**src/rtl/lift_pkg.sv**
```systemverilog
// Shared types for the multi-floor lift controller: FSM states, travel direction,
// and the width helper used to size the floor bus and the shared timer.
package lift_pkg;

  typedef enum logic [1:0] {
    ST_IDLE      = 2'd0,
    ST_MOVE_UP   = 2'd1,
    ST_MOVE_DOWN = 2'd2,
    ST_DOOR      = 2'd3
  } lift_state_e;

  typedef enum logic {
    DIR_UP   = 1'b0,
    DIR_DOWN = 1'b1
  } lift_dir_e;

  // Bits needed to hold 0..n-1, never less than one.
  function automatic int fw_of(input int n);
    return (n <= 2) ? 1 : $clog2(n);
  endfunction

endpackage

```
**src/rtl/lift_timer.sv**
```systemverilog
// Loadable down-counter shared by travel and door timing; tc_o is high while the
// count sits at zero. Updates on the falling clock edge like the rest of the lift.
module lift_timer #(
  parameter int W = 2
) (
  input  logic         clk_i,
  input  logic         rst_ni,
  input  logic         load_i,
  input  logic [W-1:0] load_val_i,
  output logic         tc_o
);

  logic [W-1:0] cnt_q, cnt_d;

  always_comb begin
    cnt_d = cnt_q;
    if (load_i) begin
      cnt_d = load_val_i;
    end else if (cnt_q != '0) begin
      cnt_d = cnt_q - 1'b1;
    end
  end

  always_ff @(negedge clk_i or negedge rst_ni) begin
    if (!rst_ni) begin
      cnt_q <= '0;
    end else begin
      cnt_q <= cnt_d;
    end
  end

  assign tc_o = (cnt_q == '0);

endmodule

```
**src/rtl/lift_ctrl_multi.sv**
```systemverilog
// SCAN-order lift controller: latches floor requests, travels toward them one floor
// per TRAVEL_CYCLES, and opens the door for DOOR_CYCLES at each requested floor.
module lift_ctrl_multi
  import lift_pkg::*;
#(
  parameter int  N_FLOORS      = 4,
  parameter int  TRAVEL_CYCLES = 2,
  parameter int  DOOR_CYCLES   = 3,
  localparam int FW            = fw_of(N_FLOORS)
) (
  input  logic                CLK,
  input  logic                RES,
  input  logic [N_FLOORS-1:0] REQ,
  output logic [FW-1:0]       FLOOR,
  output logic                UP,
  output logic                DOWN,
  output logic                DOOR,
  output logic [N_FLOORS-1:0] PENDING,
  output lift_state_e         STATE
);

  localparam int TMAX = (TRAVEL_CYCLES > DOOR_CYCLES) ? TRAVEL_CYCLES : DOOR_CYCLES;
  localparam int TW   = fw_of(TMAX);
  localparam logic [TW-1:0] TRAVEL_LOAD = TW'(TRAVEL_CYCLES - 1);
  localparam logic [TW-1:0] DOOR_LOAD   = TW'(DOOR_CYCLES - 1);
  localparam logic [FW-1:0] TOP_FLOOR   = FW'(N_FLOORS - 1);

  lift_state_e         state_q, state_d;
  lift_dir_e           dir_q, dir_d;
  logic [FW-1:0]       floor_q, floor_d;
  logic [N_FLOORS-1:0] pending_q, pending_d;
  logic [N_FLOORS-1:0] req_set, pend_clr;
  logic [FW-1:0]       step_floor;
  logic                at_limit;
  logic                above, below, step_ahead;
  logic                tmr_load, tmr_tc;
  logic [TW-1:0]       tmr_val;

  lift_timer #(.W(TW)) u_timer (
    .clk_i      (CLK),
    .rst_ni     (RES),
    .load_i     (tmr_load),
    .load_val_i (tmr_val),
    .tc_o       (tmr_tc)
  );

  assign step_floor = (state_q == ST_MOVE_DOWN) ? floor_q - FW'(1) : floor_q + FW'(1);
  assign at_limit   = (state_q == ST_MOVE_DOWN) ? (floor_q == '0) : (floor_q == TOP_FLOOR);

  // Pending requests relative to the current floor and to the floor being reached.
  always_comb begin
    above      = 1'b0;
    below      = 1'b0;
    step_ahead = 1'b0;
    for (int i = 0; i < N_FLOORS; i++) begin
      if (pending_q[i]) begin
        if (i > int'(floor_q)) above = 1'b1;
        if (i < int'(floor_q)) below = 1'b1;
        if ((state_q == ST_MOVE_DOWN) ? (i < int'(step_floor)) : (i > int'(step_floor)))
          step_ahead = 1'b1;
      end
    end
  end

  always_comb begin
    state_d  = state_q;
    dir_d    = dir_q;
    floor_d  = floor_q;
    tmr_load = 1'b0;
    tmr_val  = '0;
    pend_clr = '0;
    req_set  = REQ;
    // A call at the open door only holds it open; it is never latched.
    if (state_q == ST_DOOR) req_set[floor_q] = 1'b0;

    unique case (state_q)
      ST_IDLE: begin
        if (pending_q != '0) begin
          tmr_load = 1'b1;
          if (pending_q[floor_q]) begin
            state_d           = ST_DOOR;
            tmr_val           = DOOR_LOAD;
            pend_clr[floor_q] = 1'b1;
          end else if ((dir_q == DIR_UP && above) || (dir_q == DIR_DOWN && !below)) begin
            state_d = ST_MOVE_UP;
            dir_d   = DIR_UP;
            tmr_val = TRAVEL_LOAD;
          end else begin
            state_d = ST_MOVE_DOWN;
            dir_d   = DIR_DOWN;
            tmr_val = TRAVEL_LOAD;
          end
        end
      end
      ST_MOVE_UP, ST_MOVE_DOWN: begin
        if (tmr_tc) begin
          if (at_limit) begin
            state_d = ST_IDLE;
          end else begin
            floor_d = step_floor;
            if (pending_q[step_floor]) begin
              state_d              = ST_DOOR;
              tmr_load             = 1'b1;
              tmr_val              = DOOR_LOAD;
              pend_clr[step_floor] = 1'b1;
            end else if (step_ahead) begin
              tmr_load = 1'b1;
              tmr_val  = TRAVEL_LOAD;
            end else begin
              state_d = ST_IDLE;
            end
          end
        end
      end
      ST_DOOR: begin
        if (REQ[floor_q]) begin
          tmr_load = 1'b1;
          tmr_val  = DOOR_LOAD;
        end else if (tmr_tc) begin
          state_d = ST_IDLE;
        end
      end
      default: state_d = ST_IDLE;
    endcase

    pending_d = (pending_q | req_set) & ~pend_clr;
  end

  always_ff @(negedge CLK or negedge RES) begin
    if (!RES) begin
      state_q   <= ST_IDLE;
      dir_q     <= DIR_UP;
      floor_q   <= '0;
      pending_q <= '0;
    end else begin
      state_q   <= state_d;
      dir_q     <= dir_d;
      floor_q   <= floor_d;
      pending_q <= pending_d;
    end
  end

  assign FLOOR   = floor_q;
  assign UP      = (state_q == ST_MOVE_UP);
  assign DOWN    = (state_q == ST_MOVE_DOWN);
  assign DOOR    = (state_q == ST_DOOR);
  assign PENDING = pending_q;
  assign STATE   = state_q;

endmodule

```
**config.mk**
```make
export PLATFORM = sky130hd
export DESIGN_NAME = lift_ctrl_multi
export DESIGN_NICKNAME = d
export VERILOG_FILES = /design/src/rtl/lift_pkg.sv /design/src/rtl/lift_timer.sv /design/src/rtl/lift_ctrl_multi.sv
export SDC_FILE = /design/constraint.sdc
export NUM_CORES = 1
export LEC_CHECK = 0
export ABC_AREA = 1
export BUFFER_PORTS_ARGS = -buffer_cell sky130_fd_sc_hd__buf_2
export CAP_MARGIN = 10
export CORE_AREA = 2 2 48 50
export CTS_CLUSTER_DIAMETER = 50
export DETAILED_ROUTE_END_ITERATION = 10
export DIE_AREA = 0 0 50 52
export PLACE_DENSITY = 0.75
export REMOVE_ABC_BUFFERS = 1
export SLEW_MARGIN = 30
export SYNTH_ARGS = -nofsm -noshare
export SYNTH_HDL_FRONTEND = slang
export SYNTH_SLANG_ARGS = --single-unit
```
**constraint.sdc**
```tcl
create_clock -name CLK -period 2.2 [get_ports CLK]
set_input_delay 0.22 -clock CLK [delete_from_list [all_inputs] [get_ports CLK]]
set_output_delay 0.22 -clock CLK [all_outputs]
set_load 0.02 [all_outputs]
```
==> results.txt, run 1 <==
run status: finished with violations
failing checks: negative setup slack
post-route insts no fill: 231
detailed placer's ending HPWL: 2210 um
Die ar.: 2600 um^2
Clock Path Buffers: 2
PwrDens: 1770 nW/um^2
Initial Util: 0.517
Fin. Hold Viols: 0
cell count after placement: 220
met3 GRT Util: 0.0402
arrival time of the worst setup path: 2.23 ns
most common cell after layout, fill and taps aside: nand2_1
Post-CTS Hold Fix Bufs: 0
Diodes inserted: 0
largest family of logic cells by synthesized area: simple AND/OR/NAND/NOR gates
HP Class: reg -> reg
Distinct cells, synth: 23
depth of the worst hold-timing path: 2
post-synthesis adder-cell area fraction: 0.126
post-synthesis simple-gate area fraction: 0.349
port bufs: 16
core area: 2110 um^2
post-synthesis xor/xnor area fraction: 0.0161
compound-cell area share of the yosys netlist: 0.155
GR Util met2: 0.447
area growth from synthesis to layout: 30.1%
number of synthesis warnings: 0
met1 usage: 0.315
TritonCTS Sinks: 11
endpoint class of the critical path: output port
Total GRT Usage: 0.259
worst hold margin: 0.481 ns
router iterations before antenna repair: 4
worst slack, placed: -0.0746 ns
Antenna Violating Nets Remaining: 0
CTS H-Tree Depth: 1
most frequent cells in the layout: 60 x nand2_1, 21 x buf_4, 20 x inv_1
Slew headroom: 0.818
die width: 50 um
CTS tree: yes
Max Cap Violations: 0
Synth Cell Area: 1090 um^2
RSZ-0062 raised after global routing: yes
largest net degree at the start of global routing: 15
Pins Over Slew Limit: 0
worst path required time: 1.98 ns
Seq/Total Area, Yosys: 0.253
vias in the first global route: 1176
VDD IR-drop max: 0.00117 V
Top Ports: 17
Via density: 5.21
grt peak-use layer: met2
GP Congestion: 0.917
CP Class: reg -> out
area of the multi-input gates: 727 um^2
Clock Latency Late Sink: 0.28 ns
Cells after Synth: 167
largest area contributor in the synthesized netlist: dfrtn_1
Crit. Startpoint: STATE[1]$_DFFE_NN0P_
PnR worst setup slack: -0.249 ns
drc violations: 0
detailed router's first-iteration violation count: 65
first-pass GRT wire length: 5080 um
startpoint types: register
synthesis-stage register bit count: 11
fillers: 190
Row Count: 17
Fin Clk Skew: 0.00115 ns
Chip Height: 52 um
initial antenna violation count: 0
DR vias: 1203
post-synthesis mux area share: 0
leak pwr: 0.772 nW
Crit Path Max Fanout: 4
DR WL/cell: 12.7 um
clock-pin transition on the worst setup and hold timing paths: 0.06 ns
nets: 221
Reg2Reg Depth: 11
r2r startpoint: STATE[1]$_DFFE_NN0P_
sequential cell area: 275 um^2
Setup Viol. Count Final: 5
GRT overflow: 0
worst slew pin tran: 0.273 ns
synthesized area per cell: 6.52 um^2
hold path start: u_timer.cnt_q[1]$_DFFE_NN0P_
top-area cell type share of the netlist area: 0.253
DRT Wirelength: 2930 um
setup TNS: -1.09 ns
total CTS buffers: 3
Root Driver: clkbuf_4
largest cells by area after synthesis: dfrtn_1 25%, nand2_1 21%, ha_1 13%, inv_1 7.6%, a21oi_1 6.0%
share of layout cells above drive strength 1: 0.261
[worst max-delay path: stages, from the launching register on]
cell,delay (ns)
dfrtn_1,0.48
ha_2,0.24
buf_6,0.12
[sequential cells by signal, summed over array words and instances, names as in the netlist]
register / count
dir_q: 1
PENDING: 4
u_timer.cnt_q: 2
FLOOR: 2
STATE: 2
[synthesized netlist by cell type]
| cell | count |
|---|---|
| a21oi_1 | 13 |
| a21oi_2 | 1 |
| a21oi_4 | 1 |
| buf_6 | 1 |
| dfrtn_1 | 11 |
| ha_1 | 11 |
| inv_1 | 22 |
| inv_2 | 4 |
| nand2_1 | 60 |
| nand2_2 | 2 |
| nand3_1 | 11 |
| nand3_4 | 1 |
| nand3b_1 | 1 |
| nand4_1 | 3 |
| nand4_2 | 1 |
| nor2_1 | 5 |
| nor2_2 | 1 |
| o21ai_0 | 7 |
| o21ai_1 | 6 |
| o21bai_1 | 1 |
| o22ai_1 | 1 |
| or2_1 | 1 |
| xor2_1 | 2 |
[area by class of cell]
cell class	count	area share
multi-input combinational	129	0.513
sequential	11	0.194
timing repair buffer	33	0.180
inverter	26	0.0689
tap	28	0.0247
clock buffer	4	0.0186
[final timing paths]
check                                          endpoint  slack, ns
max                                                DOOR      -0.25
min                        u_timer.cnt_q[1]$_DFFE_NN0P_       0.48
max reg2reg                u_timer.cnt_q[1]$_DFFE_NN0P_       0.20
min reg2reg                u_timer.cnt_q[1]$_DFFE_NN0P_       0.48
max in group asynchronous          FLOOR[1]$_DFFE_NN0P_       1.16
min in group asynchronous          FLOOR[0]$_DFFE_NN0P_       0.79
[routing by layer]
metal,vias up,wire length (um)
met3,6,212
li1,609,-
met5,-,0
met2,50,1430
met4,0,43
met1,538,1240
[cell families (layout without fill, tap and decap cells)]
kind of cell / after synthesis / after routing
flip-flops: 11 / 11
adder cells (fa/ha/maj): 11 / 11
XOR/XNOR: 2 / 2
AO/OA/AOI/OAI: 30 / 30
AND/OR/NAND/NOR: 86 / 86
buffers and inverters: 27 / 63
[per-stage QoR]
step	cell area, um^2	power, mW	util
floorplan	1080	1.65	-
global placement	1270	2.11	0.602
detailed placement	1270	2.15	0.602
CTS	1390	2.47	0.661
global route	1420	2.78	0.673
finish	1420	2.51	0.673
[where the power goes]
group / internal [mW] / total (mW) / switching, mW
registers: 0.304 / 0.366 / 0.0623
clock network: 0.0703 / 0.146 / 0.0762
logic: 0.790 / 2.00 / 1.21
[what timing repair did]
action | in CTS | in global routing
resized for setup | 18 | 5
setup buffers | 6 | 1
setup endpoints to repair | 9 | 9
pin swaps | 1 | 0
No activity file was read; power rests on OpenSTA's default activity.
==> run 2: changes to the inputs <==
--- a/config.mk
+++ b/config.mk
@@ -8,11 +8,11 @@
 export ABC_AREA = 1
 export BUFFER_PORTS_ARGS = -buffer_cell sky130_fd_sc_hd__buf_2
 export CAP_MARGIN = 10
-export CORE_AREA = 2 2 48 50
+export CORE_AREA = 2 2 50 52
 export CTS_CLUSTER_DIAMETER = 50
 export DETAILED_ROUTE_END_ITERATION = 10
-export DIE_AREA = 0 0 50 52
-export PLACE_DENSITY = 0.75
+export DIE_AREA = 0 0 52 54
+export PLACE_DENSITY = 0.72
 export REMOVE_ABC_BUFFERS = 1
 export SLEW_MARGIN = 30
 export SYNTH_ARGS = -nofsm -noshare
==> constraint.sdc (replaced) <==
create_clock -name CLK -period 2 [get_ports CLK]
set_input_delay 0.2 -clock CLK [delete_from_list [all_inputs] [get_ports CLK]]
set_output_delay 0.2 -clock CLK [all_outputs]
set_load 0.02 [all_outputs]
==> results.txt, run 2 (synthesis gave the netlist of run 1 again) <==
GRT overflow: 0 (unchanged)
DRT Wirelength: 3510 um (+20%)
total CTS buffers: 3 (unchanged)
r2r endpoint: u_timer.cnt_q[1]$_DFFE_NN0P_
worst slew pin tran: 0.284 ns (+0.0105 ns)
fillers: 189 (-0.53%)
Clock Path Buffers: 2 (unchanged)
Clock Latency Late Sink: 0.29 ns (about the same)
die width: 52 um (+4.0%)
Slew headroom: 0.811 (-0.00703)
Crit Path Max Fanout: 3 (-1)
detailed placer's ending HPWL: 2420 um (+9.5%)
Setup Viol. Count Final: 12 (+7)
Total GRT Usage: 0.257 (-0.00234)
Diodes inserted: 0 (unchanged)
endpoint class of the critical path: output port
CTS tree: yes
first-pass GRT wire length: 5190 um (+2.2%)
fin util: 0.726 (+0.0534)
CTS H-Tree Depth: 1 (unchanged)
drc violations: 0 (unchanged)
most frequent cells in the layout: 46 x nand2_1, 22 x buf_4, 18 x inv_1
sequential cell area: 275 um^2 (unchanged)
area growth from synthesis to layout: 54.7%
Pins Over Slew Limit: 0 (unchanged)
GP Congestion: 0.963 (+5.0%)
Post-CTS Hold Fix Bufs: 0 (unchanged)
largest net degree at the start of global routing: 14 (-1)
nets: 232 (+5.0%)
arrival time of the worst setup path: 2.12 ns (-0.11 ns)
Die ar.: 2810 um^2 (+8.0%)
cell count after placement: 228 (+3.6%)
DR WL/cell: 14.4 um (+14%)
r2r startpoint: FLOOR[0]$_DFFE_NN0P_
max reg flops: 4 (unchanged)
setup TNS: -1.75 ns (-0.661 ns)
clock-pin transition on the worst setup and hold timing paths: 0.06 ns (about the same)
Antenna Violating Nets Remaining: 0 (unchanged)
Max Cap Violations: 0 (unchanged)
PnR worst setup slack: -0.323 ns (-0.0736 ns)
worst setup path endpoint: DOWN
Row Count: 18 (+1)
failing checks: negative setup slack
router iterations before antenna repair: 4 (unchanged)
HP Class: reg -> reg
Chip Height: 54 um (+3.8%)
initial antenna violation count: 0 (unchanged)
port bufs: 16 (unchanged)
Crit. Startpoint: STATE[1]$_DFFE_NN0P_
post-route insts no fill: 244 (+5.6%)
vias in the first global route: 1223 (+4.0%)
Reg2Reg Depth: 13 (+2)
worst path required time: 1.80 ns (-0.18 ns)
Via density: 5.46 (+4.8%)
Root Driver: clkbuf_4
startpoint types: register
RSZ-0062 raised after global routing: yes
CP Class: reg -> out
most common cell after layout, fill and taps aside: nand2_1
Fin Clk Skew: 0.0118 ns (+0.0107 ns)
share of layout cells above drive strength 1: 0.411 (+0.150)
area of the multi-input gates: 866 um^2 (+19%)
run status: finished with violations
FF-to-FF setup slack: -0.01 ns (-0.21 ns)
core area: 2320 um^2 (+10%)
Initial Util: 0.469 (-0.0477)
DR vias: 1332 (+11%)
TritonCTS Sinks: 11 (unchanged)
Top Ports: 17 (unchanged)
Fin. Hold Viols: 0 (unchanged)
detailed router's first-iteration violation count: 31 (-52%)
-- run 2: cell types whose count changed in the layout (fill, tap and decap cells not counted), moves of 2 or more --
cell	previous run	this run
o21ai_0	7	5
nand3_4	1	3
inv_2	6	8
nand3_2	1	3
nor2_4	0	2
o21ai_1	6	8
nand2_2	2	16
nand2_1	60	46
buf_6	6	17
nand3_1	10	6
inv_1	20	18
ha_1	8	5
ha_4	1	5
-- run 2: area by class of cell --
cell class / count / area share
multi-input cells: 129 / 0.514
repair buffers: 44 / 0.227
flip-flops and latches: 11 / 0.163
inverters: 26 / 0.0579
well taps: 30 / 0.0223
clock buffers: 4 / 0.0156
-- run 2: through the flow --
stage / setup WS (ns) / instance area [um^2] / hold slack, ns
finish: -0.323 / 1680 / 0.503
global placement: -0.118 / 1320 / 0.475
floorplan: -0.192 / 1080 / 0.436
global route: -0.378 / 1680 / 0.562
detailed placement: -0.141 / 1320 / 0.481
CTS: -0.340 / 1510 / 0.486
-- run 2: per-layer routing --
layer  GRT usage  vias to the layer above  routed length [um]
met2       0.479                       74                1830
li1            -                      627                   -
met3      0.0500                       26                 266
met5           0                        -                   0
met4       0.123                        0                 148
met1       0.277                      605                1270
-- run 2: timing repair --
action	4_1_cts	5_1_grt
buffers inserted	8	7
resized for setup	35	33
pin swaps	1	17
setup endpoints to repair	11	20
-- run 2: worst max-delay path, cell delays in order, from the launching register on --
cell and delay [ns]:
dfrtn_1 0.48, buf_6 0.14, ha_4 0.13, buf_6 0.11
-- run 2: worst min path at each step --
stage	from	end	slack (ns)	depth (start not counted)
final	dir_q$_DFFE_NN0P_	dir_q$_DFFE_NN0P_	0.50	2
after global routing	dir_q$_DFFE_NN0P_	dir_q$_DFFE_NN0P_	0.56	2
after CTS	u_timer.cnt_q[1]$_DFFE_NN0P_	u_timer.cnt_q[1]$_DFFE_NN0P_	0.49	2
after detailed placement	u_timer.cnt_q[1]$_DFFE_NN0P_	u_timer.cnt_q[1]$_DFFE_NN0P_	0.48	2
after global placement	u_timer.cnt_q[1]$_DFFE_NN0P_	u_timer.cnt_q[1]$_DFFE_NN0P_	0.48	2
after floorplan	dir_q$_DFFE_NN0P_	dir_q$_DFFE_NN0P_	0.44	2
Power of run 2 is left out: the tool's default activity adds up to more than one toggle a clock period on the data nets, which glitch-free logic cannot reach.
==> run 3: changes to the inputs <==
--- a/config.mk
+++ b/config.mk
@@ -13,6 +13,7 @@
 export DETAILED_ROUTE_END_ITERATION = 10
 export DIE_AREA = 0 0 52 54
 export PLACE_DENSITY = 0.72
+export RECOVER_POWER = 100
 export REMOVE_ABC_BUFFERS = 1
 export SLEW_MARGIN = 30
 export SYNTH_ARGS = -nofsm -noshare
==> results.txt, run 3 (synthesis gave the netlist of run 1 again) <==
failing checks: negative setup slack
DRT Wirelength: 3560 um (+1.3%)
share of layout cells above drive strength 1: 0.388 (-0.0234)
TritonCTS Sinks: 11 (unchanged)
Die ar.: 2810 um^2 (unchanged)
Antenna Violating Nets Remaining: 0 (unchanged)
Fin Clk Skew: 0.00846 ns (-0.00337 ns)
met3 routed WL: 249 um (-6.4%)
Crit Path Max Fanout: 3 (unchanged)
clock-pin transition on the worst setup and hold timing paths: 0.06 ns (about the same)
fin util: 0.711 (-0.0146)
Top cell by count, worst path: buf_6
CP Class: reg -> out
Max Cap Violations: 0 (unchanged)
total CTS buffers: 3 (unchanged)
Fin. Hold Viols: 0 (unchanged)
crit path buf inv count: 2 (unchanged)
fillers: 194 (+2.6%)
DR vias: 1301 (-2.3%)
worst path required time: 1.80 ns (about the same)
startpoint types: register
most frequent cells in the layout: 48 x nand2_1, 22 x buf_4, 18 x inv_1
CP delay by family, top: flip-flops
RSZ-0062 raised after global routing: yes
HP Class: reg -> reg
port bufs: 16 (unchanged)
nets: 232 (unchanged)
slowest stage delay, CP: 0.48 ns (about the same)
die width: 52 um (unchanged)
most common cell after layout, fill and taps aside: nand2_1
Clock Latency Late Sink: 0.29 ns (about the same)
wire length on met1: 1330 um (+4.3%)
met2 wire length: 1870 um (+2.4%)
CP max-delay cell: dfrtn_1
drc violations: 0 (unchanged)
Root Driver: clkbuf_4
endpoint class of the critical path: output port
Chip Height: 54 um (unchanged)
worst slew pin tran: 0.652 ns (+0.368 ns)
Diodes inserted: 0 (unchanged)
router iterations before antenna repair: 4 (unchanged)
max reg flops: 4 (unchanged)
Initial Util: 0.469 (unchanged)
core area: 2320 um^2 (unchanged)
Total GRT Usage: 0.257 (unchanged)
CTS H-Tree Depth: 1 (unchanged)
area growth from synthesis to layout: 51.6%
arrival time of the worst setup path: 2.13 ns (about the same)
top layer in use: met4
GP Congestion: 0.963 (unchanged)
largest net degree at the start of global routing: 14 (unchanged)
vias in the first global route: 1223 (unchanged)
first-pass GRT wire length: 5190 um (unchanged)
DR WL/cell: 14.6 um (+1.3%)
run status: finished with violations
PnR worst setup slack: -0.333 ns (-0.0100 ns)
Top Ports: 17 (unchanged)
CTS tree: yes
setup TNS: -1.98 ns (-0.228 ns)
Pins Over Slew Limit: 0 (unchanged)
detailed placer's ending HPWL: 2420 um (unchanged)
sequential cell area: 275 um^2 (unchanged)
initial antenna violation count: 0 (unchanged)
Slew headroom: 0.566 (-0.245)
crit-path cells: buf_6 -> ha_4 -> buf_6
detailed router's first-iteration violation count: 32 (+3.2%)
Row Count: 18 (unchanged)
Clock Path Buffers: 2 (unchanged)
GRT overflow: 0 (unchanged)
Via density: 5.33 (-2.3%)
area of the multi-input gates: 833 um^2 (-3.8%)
Setup Viol. Count Final: 16 (+4)
==> run 3: cell types whose count changed in the layout (fill, tap and decap cells not counted), sizes merged <==
| cell | delta |
|---|---|
| clkbuf | +1 |
| buf | -1 |
==> run 3: metrics by stage <==
| step | instances | hold WS [ns] | instance area, um^2 | worst slack [ns] |
|---|---|---|---|---|
| final | 244 | 0.508 | 1650 | -0.333 |
| after CTS | 239 | 0.486 | 1510 | -0.340 |
| after detailed placement | 228 | 0.481 | 1320 | -0.141 |
| after floorplan | 166 | 0.436 | 1080 | -0.192 |
| after global placement | 228 | 0.475 | 1320 | -0.118 |
| after global routing | 244 | 0.562 | 1650 | -0.378 |
==> run 3: layout make-up <==
class,instances,share of cell area
clock buffers,4,0.0159
inverters,26,0.0591
multi-input cells,129,0.505
flip-flops and latches,11,0.167
well taps,30,0.0227
repair buffers,44,0.230
==> run 3: final timing paths <==
path,start,end,slack [ns],depth (start not counted)
setup reg to reg,FLOOR[0]$_DFFE_NN0P_,u_timer.cnt_q[1]$_DFFE_NN0P_,-0.08,12
min in group asynchronous,RES,PENDING[1]$_DFF_NN0_,0.79,1
hold reg to reg,dir_q$_DFFE_NN0P_,dir_q$_DFFE_NN0P_,0.51,2
max in group asynchronous,RES,STATE[1]$_DFFE_NN0P_,0.75,1
hold / removal,dir_q$_DFFE_NN0P_,dir_q$_DFFE_NN0P_,0.51,2
setup / recovery,STATE[1]$_DFFE_NN0P_,DOWN,-0.33,3
==> run 3: per-layer routing <==
metal  global-route usage  up-vias
li1                     -      625
met1                0.277      604
met2                0.479       57
met3               0.0500       15
met4                0.123        0
met5                    0        -
==> run 3: worst min-delay path, delay by kind of cell, from the launching register on <==
kind / cells / cell delay [ns]
AO/OA/AOI/OAI: 1 / 0.06
flip-flops: 1 / 0.47
AND/OR/NAND/NOR: 1 / 0.06
==> run 3: repair_timing <==
item,CTS,global route
hold buffers,0,0
setup buffers,8,7
setup endpoints to repair,11,20
pin swaps,1,17
resized for setup,35,33
Power of run 3 is left out for the same reason.
